[config.mk]
export PLATFORM = sky130hd
export DESIGN_NAME = alu_ctrl_mdu
export DESIGN_NICKNAME = d
export VERILOG_FILES = /design/src/rtl/alu_pkg.sv /design/src/rtl/mdu_iter.sv /design/src/rtl/alu_ctrl_mdu.sv
export SDC_FILE = /design/constraint.sdc
export NUM_CORES = 1
export LEC_CHECK = 0
export ABC_CLOCK_PERIOD_IN_PS = 800
export BUFFER_PORTS_ARGS = -buffer_cell sky130_fd_sc_hd__buf_2
export CAP_MARGIN = 25
export CORE_MARGIN = 3
export CORE_UTILIZATION = 20
export DETAILED_ROUTE_END_ITERATION = 10
export PLACE_DENSITY = 0.91
export SYNTH_ARGS = -nofsm -noshare
export SYNTH_HDL_FRONTEND = slang
export SYNTH_SLANG_ARGS = --single-unit
[constraint.sdc]
create_clock -name vclk -period 0.8
set_clock_uncertainty 0.1 [all_clocks]
set_input_delay 0 -clock vclk [all_inputs]
set_output_delay 0 -clock vclk [all_outputs]
set_load 0.01 [all_outputs]
[src/rtl/alu_pkg.sv]
// alu_pkg: ALU control codes, ALUOp and M-extension funct3 encodings, and the
// multiply/divide sequencer state type shared by alu_ctrl_mdu and mdu_iter.
package alu_pkg;

    localparam logic [3:0] ALU_AND  = 4'b0000;
    localparam logic [3:0] ALU_OR   = 4'b0001;
    localparam logic [3:0] ALU_ADD  = 4'b0010;
    localparam logic [3:0] ALU_XOR  = 4'b0011;
    localparam logic [3:0] ALU_SLL  = 4'b0100;
    localparam logic [3:0] ALU_SRL  = 4'b0101;
    localparam logic [3:0] ALU_SUB  = 4'b0110;
    localparam logic [3:0] ALU_SLT  = 4'b0111;
    localparam logic [3:0] ALU_SLTU = 4'b1000;
    localparam logic [3:0] ALU_SRA  = 4'b1001;
    // Branch compare reuses the XOR code.
    localparam logic [3:0] ALU_BRANCH = ALU_XOR;

    localparam logic [1:0] ALUOP_MEM    = 2'b00;
    localparam logic [1:0] ALUOP_BRANCH = 2'b01;
    localparam logic [1:0] ALUOP_RTYPE  = 2'b10;
    localparam logic [1:0] ALUOP_ITYPE  = 2'b11;

    localparam logic [6:0] FUNCT7_MEXT = 7'b0000001;

    localparam logic [2:0] F3_MUL    = 3'b000;
    localparam logic [2:0] F3_MULH   = 3'b001;
    localparam logic [2:0] F3_MULHSU = 3'b010;
    localparam logic [2:0] F3_MULHU  = 3'b011;
    localparam logic [2:0] F3_DIV    = 3'b100;
    localparam logic [2:0] F3_DIVU   = 3'b101;
    localparam logic [2:0] F3_REM    = 3'b110;
    localparam logic [2:0] F3_REMU   = 3'b111;

    typedef enum logic [1:0] {
        IDLE = 2'b00,
        BUSY = 2'b01,
        DONE = 2'b10
    } mdu_state_t;

endpackage

[src/rtl/mdu_iter.sv]
// mdu_iter: one-bit-per-cycle multiply/divide datapath working on operand magnitudes,
// with the sign applied combinationally to the final iteration's result.
module mdu_iter
    import alu_pkg::*;
#(
    parameter int XLEN = 32
) (
    input  logic            clk,
    input  logic            rst_n,
    input  logic            kill,
    input  logic            start,
    input  logic [2:0]      funct3,
    input  logic [XLEN-1:0] op_a,
    input  logic [XLEN-1:0] op_b,
    output logic            done,
    output logic [XLEN-1:0] result
);
    localparam int CNT_W = $clog2(XLEN);

    logic              running;
    logic [CNT_W-1:0]  cnt;
    logic [2:0]        op;
    logic              neg;
    logic [XLEN-1:0]   b_reg;
    logic [2*XLEN-1:0] p;
    logic [2*XLEN-1:0] p_next;

    logic            a_signed;
    logic            b_signed;
    logic            a_neg;
    logic            b_neg;
    logic            sign_res;
    logic [XLEN-1:0] a_mag;
    logic [XLEN-1:0] b_mag;

    always_comb begin
        a_signed = 1'b0;
        b_signed = 1'b0;
        case (funct3)
            F3_MUL, F3_MULH, F3_DIV, F3_REM: begin
                a_signed = 1'b1;
                b_signed = 1'b1;
            end
            F3_MULHSU: a_signed = 1'b1;
            default: ;
        endcase
        a_neg    = a_signed && op_a[XLEN-1];
        b_neg    = b_signed && op_b[XLEN-1];
        a_mag    = a_neg ? -op_a : op_a;
        b_mag    = b_neg ? -op_b : op_b;
        // A remainder takes the dividend's sign; everything else the product of signs.
        sign_res = (funct3 == F3_REM) ? a_neg : (a_neg ^ b_neg);
    end

    // p holds {accumulator, multiplier} for multiply and {remainder, quotient} for divide.
    logic [XLEN:0] mul_sum;
    logic [XLEN:0] shifted;
    logic [XLEN:0] diff;

    always_comb begin
        mul_sum = {1'b0, p[2*XLEN-1:XLEN]} + (p[0] ? {1'b0, b_reg} : '0);
        shifted = {p[2*XLEN-1:XLEN], p[XLEN-1]};
        diff    = shifted - {1'b0, b_reg};
        if (op[2]) begin
            if (!diff[XLEN])
                p_next = {diff[XLEN-1:0], p[XLEN-2:0], 1'b1};
            else
                p_next = {shifted[XLEN-1:0], p[XLEN-2:0], 1'b0};
        end else begin
            p_next = {mul_sum, p[XLEN-1:1]};
        end
    end

    assign done = running && (cnt == CNT_W'(XLEN - 1));

    logic [2*XLEN-1:0] prod;
    logic [XLEN-1:0]   quo;
    logic [XLEN-1:0]   rem;

    always_comb begin
        prod = neg ? -p_next : p_next;
        quo  = neg ? -p_next[XLEN-1:0] : p_next[XLEN-1:0];
        rem  = neg ? -p_next[2*XLEN-1:XLEN] : p_next[2*XLEN-1:XLEN];
        case (op)
            F3_MUL:                        result = prod[XLEN-1:0];
            F3_MULH, F3_MULHSU, F3_MULHU:  result = prod[2*XLEN-1:XLEN];
            F3_DIV, F3_DIVU:               result = quo;
            default:                       result = rem;
        endcase
    end

    always_ff @(posedge clk or negedge rst_n) begin
        if (!rst_n) begin
            running <= 1'b0;
            cnt     <= '0;
            op      <= '0;
            neg     <= 1'b0;
            b_reg   <= '0;
            p       <= '0;
        end else if (kill) begin
            running <= 1'b0;
            cnt     <= '0;
        end else if (start) begin
            running <= 1'b1;
            cnt     <= '0;
            op      <= funct3;
            neg     <= sign_res;
            b_reg   <= b_mag;
            p       <= {{XLEN{1'b0}}, a_mag};
        end else if (running) begin
            p <= p_next;
            if (done) begin
                running <= 1'b0;
                cnt     <= '0;
            end else begin
                cnt <= cnt + CNT_W'(1);
            end
        end
    end

endmodule

[src/rtl/alu_ctrl_mdu.sv]
// alu_ctrl_mdu: RV32 ALU control decoder with an optional multi-cycle multiply/divide unit.
// Define ALU_MEXT_EN to build in the M-extension sequencer and the mdu_iter datapath.
module alu_ctrl_mdu
    import alu_pkg::*;
#(
    parameter int XLEN   = 32,
    parameter int CTRL_W = 4
) (
    input  logic              clk,
    input  logic              rst_n,
    input  logic [1:0]        ALUOp,
    input  logic [2:0]        funct3,
    input  logic [6:0]        funct7,
    input  logic [XLEN-1:0]   op_a,
    input  logic [XLEN-1:0]   op_b,
    input  logic              in_valid,
    output logic              in_ready,
    input  logic              flush,
    output logic [CTRL_W-1:0] ALUControl,
    output logic              stall,
    output logic              md_valid,
    input  logic              md_ready,
    output logic [XLEN-1:0]   md_result
);
    logic       m_op;
    logic [3:0] code;

`ifdef ALU_MEXT_EN
    assign m_op = (ALUOp == ALUOP_RTYPE) && (funct7 == FUNCT7_MEXT);
`else
    assign m_op = 1'b0;
`endif

    // I-type has no SUB; only its shift-right group looks at funct7[5] to pick SRA.
    always_comb begin
        code = ALU_ADD;
        case (ALUOp)
            ALUOP_MEM:    code = ALU_ADD;
            ALUOP_BRANCH: code = ALU_BRANCH;
            ALUOP_RTYPE, ALUOP_ITYPE: begin
                case (funct3)
                    3'b000:  code = (ALUOp == ALUOP_RTYPE && funct7[5]) ? ALU_SUB : ALU_ADD;
                    3'b001:  code = ALU_SLL;
                    3'b010:  code = ALU_SLT;
                    3'b011:  code = ALU_SLTU;
                    3'b100:  code = ALU_XOR;
                    3'b101:  code = funct7[5] ? ALU_SRA : ALU_SRL;
                    3'b110:  code = ALU_OR;
                    default: code = ALU_AND;
                endcase
                if (m_op)
                    code = ALU_ADD;
            end
            default: code = ALU_ADD;
        endcase
    end

    assign ALUControl = CTRL_W'(code);

`ifdef ALU_MEXT_EN
    mdu_state_t      state;
    mdu_state_t      state_next;
    logic            accept;
    logic            fast;
    logic            start;
    logic            div_zero;
    logic            div_ovf;
    logic            iter_done;
    logic [XLEN-1:0] iter_result;
    logic [XLEN-1:0] fast_result;
    logic [XLEN-1:0] int_min;

    // Divide-by-zero and signed overflow bypass the iterative datapath entirely.
    assign int_min  = {1'b1, {(XLEN-1){1'b0}}};
    assign div_zero = funct3[2] && (op_b == '0);
    assign div_ovf  = funct3[2] && !funct3[0] && (op_a == int_min) && (op_b == '1);
    assign fast     = div_zero || div_ovf;

    always_comb begin
        fast_result = '0;
        if (div_zero)
            fast_result = funct3[1] ? op_a : '1;
        else if (div_ovf)
            fast_result = funct3[1] ? '0 : op_a;
    end

    always_comb begin
        state_next = state;
        accept     = 1'b0;
        case (state)
            IDLE: begin
                if (in_valid && m_op) begin
                    accept     = 1'b1;
                    state_next = fast ? DONE : BUSY;
                end
            end
            BUSY: begin
                if (iter_done)
                    state_next = DONE;
            end
            DONE: begin
                if (md_ready)
                    state_next = IDLE;
            end
            default: state_next = IDLE;
        endcase
        if (flush) begin
            accept     = 1'b0;
            state_next = IDLE;
        end
    end

    assign start = accept && !fast;

    always_ff @(posedge clk or negedge rst_n) begin
        if (!rst_n) begin
            state     <= IDLE;
            md_result <= '0;
        end else begin
            state <= state_next;
            if (accept && fast)
                md_result <= fast_result;
            else if (state == BUSY && iter_done && !flush)
                md_result <= iter_result;
        end
    end

    mdu_iter #(
        .XLEN(XLEN)
    ) u_iter (
        .clk    (clk),
        .rst_n  (rst_n),
        .kill   (flush),
        .start  (start),
        .funct3 (funct3),
        .op_a   (op_a),
        .op_b   (op_b),
        .done   (iter_done),
        .result (iter_result)
    );

    assign in_ready = (state == IDLE);
    assign md_valid = (state == DONE);
    assign stall    = in_valid && m_op && !(state == DONE && md_ready);
`else
    logic unused_inputs;
    assign unused_inputs = ^{clk, rst_n, op_a, op_b, in_valid, flush, md_ready,
                             funct7[6], funct7[4:0], m_op};

    assign in_ready  = 1'b1;
    assign stall     = 1'b0;
    assign md_valid  = 1'b0;
    assign md_result = '0;
`endif

endmodule

==> impl_metrics.toml, run 1 <==
[min_path]
min-delay-start = "ALUOp[1]"
hp-class = "input port to output port"
min_to = "ALUControl[1]"
worstHoldPathCells = 3

[sta]
max_clock_freq_mhz = 1380
maxSlewViolCount = 0
fin_crit_sh = 0.907
min_period_ns = 0.725
whs_ns = 0.198
rsz0062_at_grt = "no"
fin_setup_tns_ns = 0
setup_viol = 0
finalHoldViolations = 0

[power]
swShare = 0.771
power.share.clock = 0
pwr-share-comb = 1.000
p_switching_uw = 112
intPower_uw = 33.3
ir_worst_vdd_v = 0.000120
p_per_area_nw_per_um2 = 510
pwr-share-seq = 0
total_power_uw = 145
power_leakage_nw = 0.198

[cts]
postCtsResizedCells = 0
post-cts-setup-buffer-count = 0
hold_buffers = 0

[die]
fp.dieH_um = 48
core_um2 = 1580
dieArea_um2 = 2300
num_rows = 14
die_x_um = 48
initial_core_util = 0.224
io_pins = 120

[worst_setup_path]
crit_required_ns = 0.70
cp-start-kind = "input port"
setup.worst_path.end_class = "output port"
cp.arrival_ns = 0.63
cp_max_fo = 6
path_class = "input port to output port"

[cells_and_area]
seq_area_um2 = 0
final_net_count = 143
design.seq.count = 0
syn2layout_area_growth_pct = -19.5
final_area_um2 = 284
drive_gt1_frac = 0.167
diodes = 0
clkbuf_count = 0

[placed_design]
portBuffers = 10
hpwl_um = 425
place_area_um2 = 284
routabilityCongestion = 0.643

[routing]
ant_nets = 0
avgRoutedWirePerCell_um = 5.64
drc = 0
drt_iter0_markers = 1
viasPerCell = 3.09
wirelength_um = 429
drt-pass1-iter-count = 2
num_vias = 235

[synthesis]
synth_top_area_cell = "buf_4"
synth_top_area_share = 0.745
synthTopCellsByArea = "buf_4 (74%), mux2i_1 (5.7%), nand2_1 (4.3%), o21ai_0 (2.8%), conb_1 (2.1%)"
avgSynthCellArea_um2 = 6.79
syn_area_um2 = 353
yosys_warnings = 0
yosysMostFrequentCell = "buf_4"
netlist_instances = 52
ys_types = 12
yosysSeqAreaShare = 0
synthTopCellsByCount = "buf_4 (35), nand2_1 (4), conb_1 (2), mux2i_1 (2), o21ai_0 (2)"

[global_routing]
antenna_found_initial = 0
grt_pass1_vias = 140
grt_pass1_wl_um = 483
grt-ovfl-total = 0
grt_max_degree = 7
grt.total_usage = 0.0263

[flow_run]
maxCapViolCount = 0

[status]
run_status = "completed"
-- worst max path at each step --
stage | startpoint | end | cells past startpoint
floorplan | funct7[5] | ALUControl[2] | 3
global placement | funct3[0] | ALUControl[2] | 5
detailed placement | ALUOp[1] | ALUControl[2] | 5
CTS | ALUOp[1] | ALUControl[2] | 5
global route | ALUOp[1] | ALUControl[2] | 5
finish | ALUOp[1] | ALUControl[2] | 5
-- cells by family after synthesis --
family	after synthesis	synth area share
AO/OA/AOI/OAI	3	0.0425
buffers and inverters	36	0.755
multiplexers	2	0.0567
other	2	0.0213
AND/OR/NAND/NOR	9	0.124
-- cells in the final DEF, fill, tap and decap left out --
cell / count
buf_2: 10
nor2_1: 1
o21ai_0: 2
nand2_1: 4
inv_1: 1
nor2b_1: 1
and3_1: 1
nor3b_1: 1
conb_1: 35
nand3_1: 1
a21oi_1: 1
mux2i_1: 2
-- critical path: stages --
cell and delay [ns]:
buf_2 0.12, nor3b_1 0.18, o21ai_0 0.10, o21ai_0 0.07, buf_2 0.15
-- stage by stage --
step | instances | utilization | worst slack (ns)
2_1_floorplan | 85 | - | 0.294
3_3_place_gp | 76 | 0.180 | 0.112
3_5_place_dp | 76 | 0.180 | 0.0714
4_1_cts | 76 | 0.180 | 0.0617
5_1_grt | 76 | 0.180 | 0.00504
6_report | 76 | 0.180 | 0.0747
-- layer usage --
metal | GRT usage | up-vias | share of wire
met5 | 0 | - | 0
met4 | 0 | 0 | 0
met3 | 0.00752 | 0 | 0.25
met2 | 0.0660 | 30 | 0.52
met1 | 0.0174 | 98 | 0.23
li1 | - | 107 | -
-- layout make-up --
class | instances | area (um2)
inverter | 1 | 3.75
timing repair buffer | 10 | 50.0
tap | 16 | 20.0
multi-input combinational | 49 | 210
fill | 190 | 1290
-- power by group through the flow --
stage	logic, mW	registers [mW]	clock network (mW)
after floorplan	0.229	0	0
after global placement	0.140	0	0
after detailed placement	0.141	0	0
after CTS	0.141	0	0
after global routing	0.169	0	0
final	0.145	0	0
Power figures use the tool's default switching activity.
==> inputs of run 2 (changes only) <==
--- a/config.mk
+++ b/config.mk
@@ -5,13 +5,14 @@
 export SDC_FILE = /design/constraint.sdc
 export NUM_CORES = 1
 export LEC_CHECK = 0
-export ABC_CLOCK_PERIOD_IN_PS = 800
+export ABC_CLOCK_PERIOD_IN_PS = 900
 export BUFFER_PORTS_ARGS = -buffer_cell sky130_fd_sc_hd__buf_2
 export CAP_MARGIN = 25
 export CORE_MARGIN = 3
 export CORE_UTILIZATION = 20
 export DETAILED_ROUTE_END_ITERATION = 10
 export PLACE_DENSITY = 0.91
+export SETUP_SLACK_MARGIN = 0.2
 export SYNTH_ARGS = -nofsm -noshare
 export SYNTH_HDL_FRONTEND = slang
 export SYNTH_SLANG_ARGS = --single-unit
==> constraint.sdc (replaced) <==
create_clock -name vclk -period 0.9
set_clock_uncertainty 0.1 [all_clocks]
set_input_delay 0 -clock vclk [all_inputs]
set_output_delay 0 -clock vclk [all_outputs]
set_load 0.01 [all_outputs]
==> run 2 against run 1 <==
  * Worst hold slack worse by 0.016 ns
  * Power down 5.2%
  * Sequential cell count unchanged
  * Cell count unchanged
  * First-iteration DRC count unchanged
  * Sequential share of layout area unchanged
  * Worst setup slack better by 0.16 ns
  * Via count up 2.1%
  * Cell area up 5.7%
  * Critical endpoint is now ALUControl[3]
  * Largest cell class unchanged
  * Highest routed layer unchanged
==> impl_metrics.toml, run 2 (synthesized netlist as in run 1, its figures left out) <==
[status]
run_status = "completed"

[worst_setup_path]
cp.arrival_ns = 0.56
cp-start-kind = "input port"
max_stage_delay_ns = 0.16
path_cells = "buf_4, mux2i_1, and3_1, buf_2"
crit_required_ns = 0.80
setup.worst_path.end_class = "output port"
cp_max_fo = 5
path_delay_family = "buffers and inverters"
slowest_stage = "mux2i_1"
critPathBufInv = 2
path_class = "input port to output port"

[sta]
fin_crit_sh = 0.736
maxSlewViolCount = 0
fin_setup_tns_ns = 0
finalHoldViolations = 0
min_period_ns = 0.663
max_clock_freq_mhz = 1510
setup_viol = 0
rsz0062_at_grt = "yes"

[power]
p_per_area_nw_per_um2 = 457
ir_worst_vdd_v = 0.000120
total_power_uw = 137
power_leakage_nw = 0.204

[placed_design]
hpwl_um = 425
place_area_um2 = 284
portBuffers = 10
routabilityCongestion = 0.643

[global_routing]
antenna_found_initial = 0
grt-ovfl-total = 0
grt_max_degree = 7
grt_pass1_vias = 147
grt.total_usage = 0.0270
grt_pass1_wl_um = 489

[die]
io_pins = 120
num_rows = 14
initial_core_util = 0.224
core_um2 = 1580
die_x_um = 48
fp.dieH_um = 48
dieArea_um2 = 2300

[cells_and_area]
final_net_count = 143
final_cell_mix = "conb_1 (35), buf_2 (7), nand2_1 (4)"
layout_commonest_cell = "conb_1"
clkbuf_count = 0
drive_gt1_frac = 0.183
syn2layout_area_growth_pct = -14.9
diodes = 0
multiInputGateArea_um2 = 215
design.seq.count = 0
seq_area_um2 = 0
final_area_um2 = 300
fillers = 186

[routing]
num_vias = 240
drt-pass1-iter-count = 2
ant_nets = 0
viasPerCell = 3.16
wirelength_um = 452
drt_iter0_markers = 1
drc = 0
avgRoutedWirePerCell_um = 5.95

[flow_run]
maxCapViolCount = 0

[min_path]
hp-class = "input port to output port"

[cts]
hold_buffers = 0
post-cts-setup-buffer-count = 0
==> run 2: final timing paths <==
check | startpoint | endpoint | slack (ns) | depth (start not counted)
max | funct3[1] | ALUControl[3] | 0.24 | 4
min | ALUOp[1] | ALUControl[1] | 0.18 | 3
==> run 2: metrics by stage <==
stage	instances	utilization	setup slack (ns)	hold slack [ns]
after floorplan	85	-	0.394	-0.0339
after global placement	76	0.180	0.212	0.198
after detailed placement	76	0.180	0.171	0.204
after CTS	76	0.185	0.200	0.184
after global routing	76	0.190	0.189	0.209
final	76	0.190	0.237	0.181
==> run 2: repair_timing <==
item / CTS / global route
gates resized for setup: 2 / 6
pin swaps: 0 / 1
hold endpoints to repair: 0 / 0
endpoints found under the setup margin: 1 / 3
==> run 2: final cells by class <==
cell class,count,area share
inverters,1,0.0125
well taps,16,0.0667
multi-input cells,49,0.717
repair buffers,10,0.204
==> run 2: power by group <==
part	switching (mW)	internal, mW	leakage (nW)
logic	0.101	0.0361	0.204
registers	0	0	0
clock network	0	0	0
total	0.101	0.0361	0.204
==> run 2: per-layer routing <==
| layer | GRT usage | part of all wire | up-vias |
|---|---|---|---|
| li1 | - | - | 108 |
| met5 | 0 | 0 | - |
| met2 | 0.0686 | 0.55 | 30 |
| met3 | 0.00376 | 0.22 | 0 |
| met1 | 0.0196 | 0.23 | 102 |
| met4 | 0 | 0 | 0 |
==> inputs of run 3 (changes only) <==
--- a/config.mk
+++ b/config.mk
@@ -5,13 +5,14 @@
 export SDC_FILE = /design/constraint.sdc
 export NUM_CORES = 1
 export LEC_CHECK = 0
-export ABC_CLOCK_PERIOD_IN_PS = 900
+export ABC_AREA = 1
+export ABC_CLOCK_PERIOD_IN_PS = 800
 export BUFFER_PORTS_ARGS = -buffer_cell sky130_fd_sc_hd__buf_2
 export CAP_MARGIN = 25
 export CORE_MARGIN = 3
-export CORE_UTILIZATION = 20
+export CORE_UTILIZATION = 19
 export DETAILED_ROUTE_END_ITERATION = 10
-export PLACE_DENSITY = 0.91
+export PLACE_DENSITY = 0.85
 export SETUP_SLACK_MARGIN = 0.2
 export SYNTH_ARGS = -nofsm -noshare
 export SYNTH_HDL_FRONTEND = slang
==> constraint.sdc (replaced) <==
create_clock -name vclk -period 0.8
set_clock_uncertainty 0.1 [all_clocks]
set_input_delay 0 -clock vclk [all_inputs]
set_output_delay 0 -clock vclk [all_outputs]
set_load 0.01 [all_outputs]
==> run 3 against run 2 <==
  * Combinational power up 43%
  * Sequential share of layout area unchanged
  * Non-clock buffer count unchanged
  * Critical path depth up 1
  * Sequential cell count unchanged
  * Critical path type unchanged
  * Largest cell class unchanged
==> impl_metrics.toml, run 3 <==
[die]
die_x_um = 49.8
io_pins = 120
fp.dieH_um = 49.8
num_rows = 15
core_um2 = 1760
initial_core_util = 0.206
dieArea_um2 = 2480

[cells_and_area]
syn2layout_area_growth_pct = 4.12
seq_area_um2 = 0
layout_commonest_cell = "conb_1"
drive_gt1_frac = 0.277
fin_util = 0.215
diodes = 0
final_net_count = 148
design.seq.count = 0
final_cell_mix = "conb_1 (35), buf_2 (5), nand2_1 (4), buf_6 (3)"
clkbuf_count = 0
fin_cells = 90

[sta]
fin_setup_tns_ns = 0
min_period_ns = 0.652
maxSlewViolCount = 0
rsz0062_at_grt = "yes"
setup_viol = 0
fin_crit_sh = 0.815
max_clock_freq_mhz = 1530
finalHoldViolations = 0

[global_routing]
grt.total_usage = 0.0332
grt_pass1_vias = 135
grtUsageMet1 = 0.0435
grt-ovfl-total = 0
gr-usage-met3 = 0.0272
antenna_found_initial = 0
grt_max_degree = 8
busiest_layer = "met2"
grt_pass1_wl_um = 676
grtUsageMet2 = 0.0441

[placed_design]
place_inst = 90
hpwl_um = 493
portBuffers = 10
routabilityCongestion = 0.643

[min_path]
worstHoldPathCells = 4
min_to = "ALUControl[0]"
hp-class = "input port to output port"
min-delay-start = "ALUOp[0]"

[power]
total_power_uw = 196
p_per_area_nw_per_um2 = 517
ir_worst_vdd_v = 0.000114
power_leakage_nw = 0.213

[worst_setup_path]
cp_max_fo = 6
crit_required_ns = 0.70
cp.arrival_ns = 0.55
path_cells = "buf_12, a21oi_2, nand2_1, a21oi_2, buf_2"
path_delay_family = "buffers and inverters"
critPathBufInv = 2
path_class = "input port to output port"
setup.worst_path.end_class = "output port"
cp-start-kind = "input port"
worst_path_most_repeated_cell = "a21oi_2"
slowest_stage = "buf_2"
max_stage_delay_ns = 0.14

[synthesis]
synth_top_family_by_area = "buffers and inverters"
ys_types = 10
synthTopCellsByCount = "buf_4 (35), nand2_1 (5), nand3_1 (4)"
synth-compound-area-share = 0.0928
avgSynthCellArea_um2 = 6.39
netlist_instances = 57
synthAdderAreaFrac = 0
synthTopCellsByArea = "buf_4 (72%), nand3_1 (5.5%), nand2_1 (5.2%), o21ai_0 (4.1%), a21oi_1 (2.7%)"
yosys_warnings = 0
yosysSeqAreaShare = 0
synth-xor-area-share = 0
synth_top_area_share = 0.722
synth_top_area_cell = "buf_4"
synth_simple_gate_area_share = 0.144
syn_area_um2 = 364
yosysMostFrequentCell = "buf_4"
synth.mux.area_fraction = 0

[flow_run]
maxCapViolCount = 0

[cts]
post-cts-setup-buffer-count = 0
hold_buffers = 0

[routing]
wirelength_um = 601
viasPerCell = 2.71
drc = 0
num_vias = 244
drt-pass1-iter-count = 1
avgRoutedWirePerCell_um = 6.68
drt_iter0_markers = 0
ant_nets = 0

[status]
run_status = "completed"
==> run 3: how the worst max path moves through the flow <==
stage	start	endpoint	slack (ns)	depth (start not counted)
after floorplan	funct3[1]	ALUControl[0]	0.30	3
after global placement	funct3[1]	ALUControl[2]	0.10	5
after detailed placement	funct3[1]	ALUControl[2]	0.09	5
after CTS	funct3[0]	ALUControl[2]	0.13	5
after global routing	ALUOp[0]	ALUControl[2]	0.08	7
final	funct3[1]	ALUControl[2]	0.15	5
==> run 3: through the flow <==
step,setup slack [ns],hold WS (ns),instance area (um2)
6_report,0.148,0.194,379
3_3_place_gp,0.102,0.207,307
2_1_floorplan,0.299,-0.00220,488
4_1_cts,0.129,0.189,339
5_1_grt,0.0783,0.235,379
3_5_place_dp,0.0908,0.206,307
==> run 3: layout make-up <==
cell class | instances | area, um2
fill | 215 | 1390
multi-input combinational | 53 | 246
timing repair buffer | 10 | 93.8
tap | 25 | 31.3
inverter | 2 | 7.51
==> run 3: timing repair <==
item,CTS,global route
endpoints found under the setup margin,4,3
pin swaps,3,4
gates resized for setup,10,12
gates cloned,0,0
==> run 3: routing by layer <==
layer	routed length [um]	share of wire
met4	0	0
met1	196	0.33
met3	146	0.24
met5	0	0
met2	258	0.43
==> run 3: power breakdown <==
group          switching [mW]  leakage (nW)  internal (mW)  total (mW)
clock network               0             0              0           0
registers                   0             0              0           0
logic                   0.134         0.213         0.0621       0.196
==> run 3: kinds of logic after synthesis <==
kind of cell	count (synthesis)
buffers and inverters	37
and+or+nand+nor	12
AOI/OAI and AO/OA	6
other	2
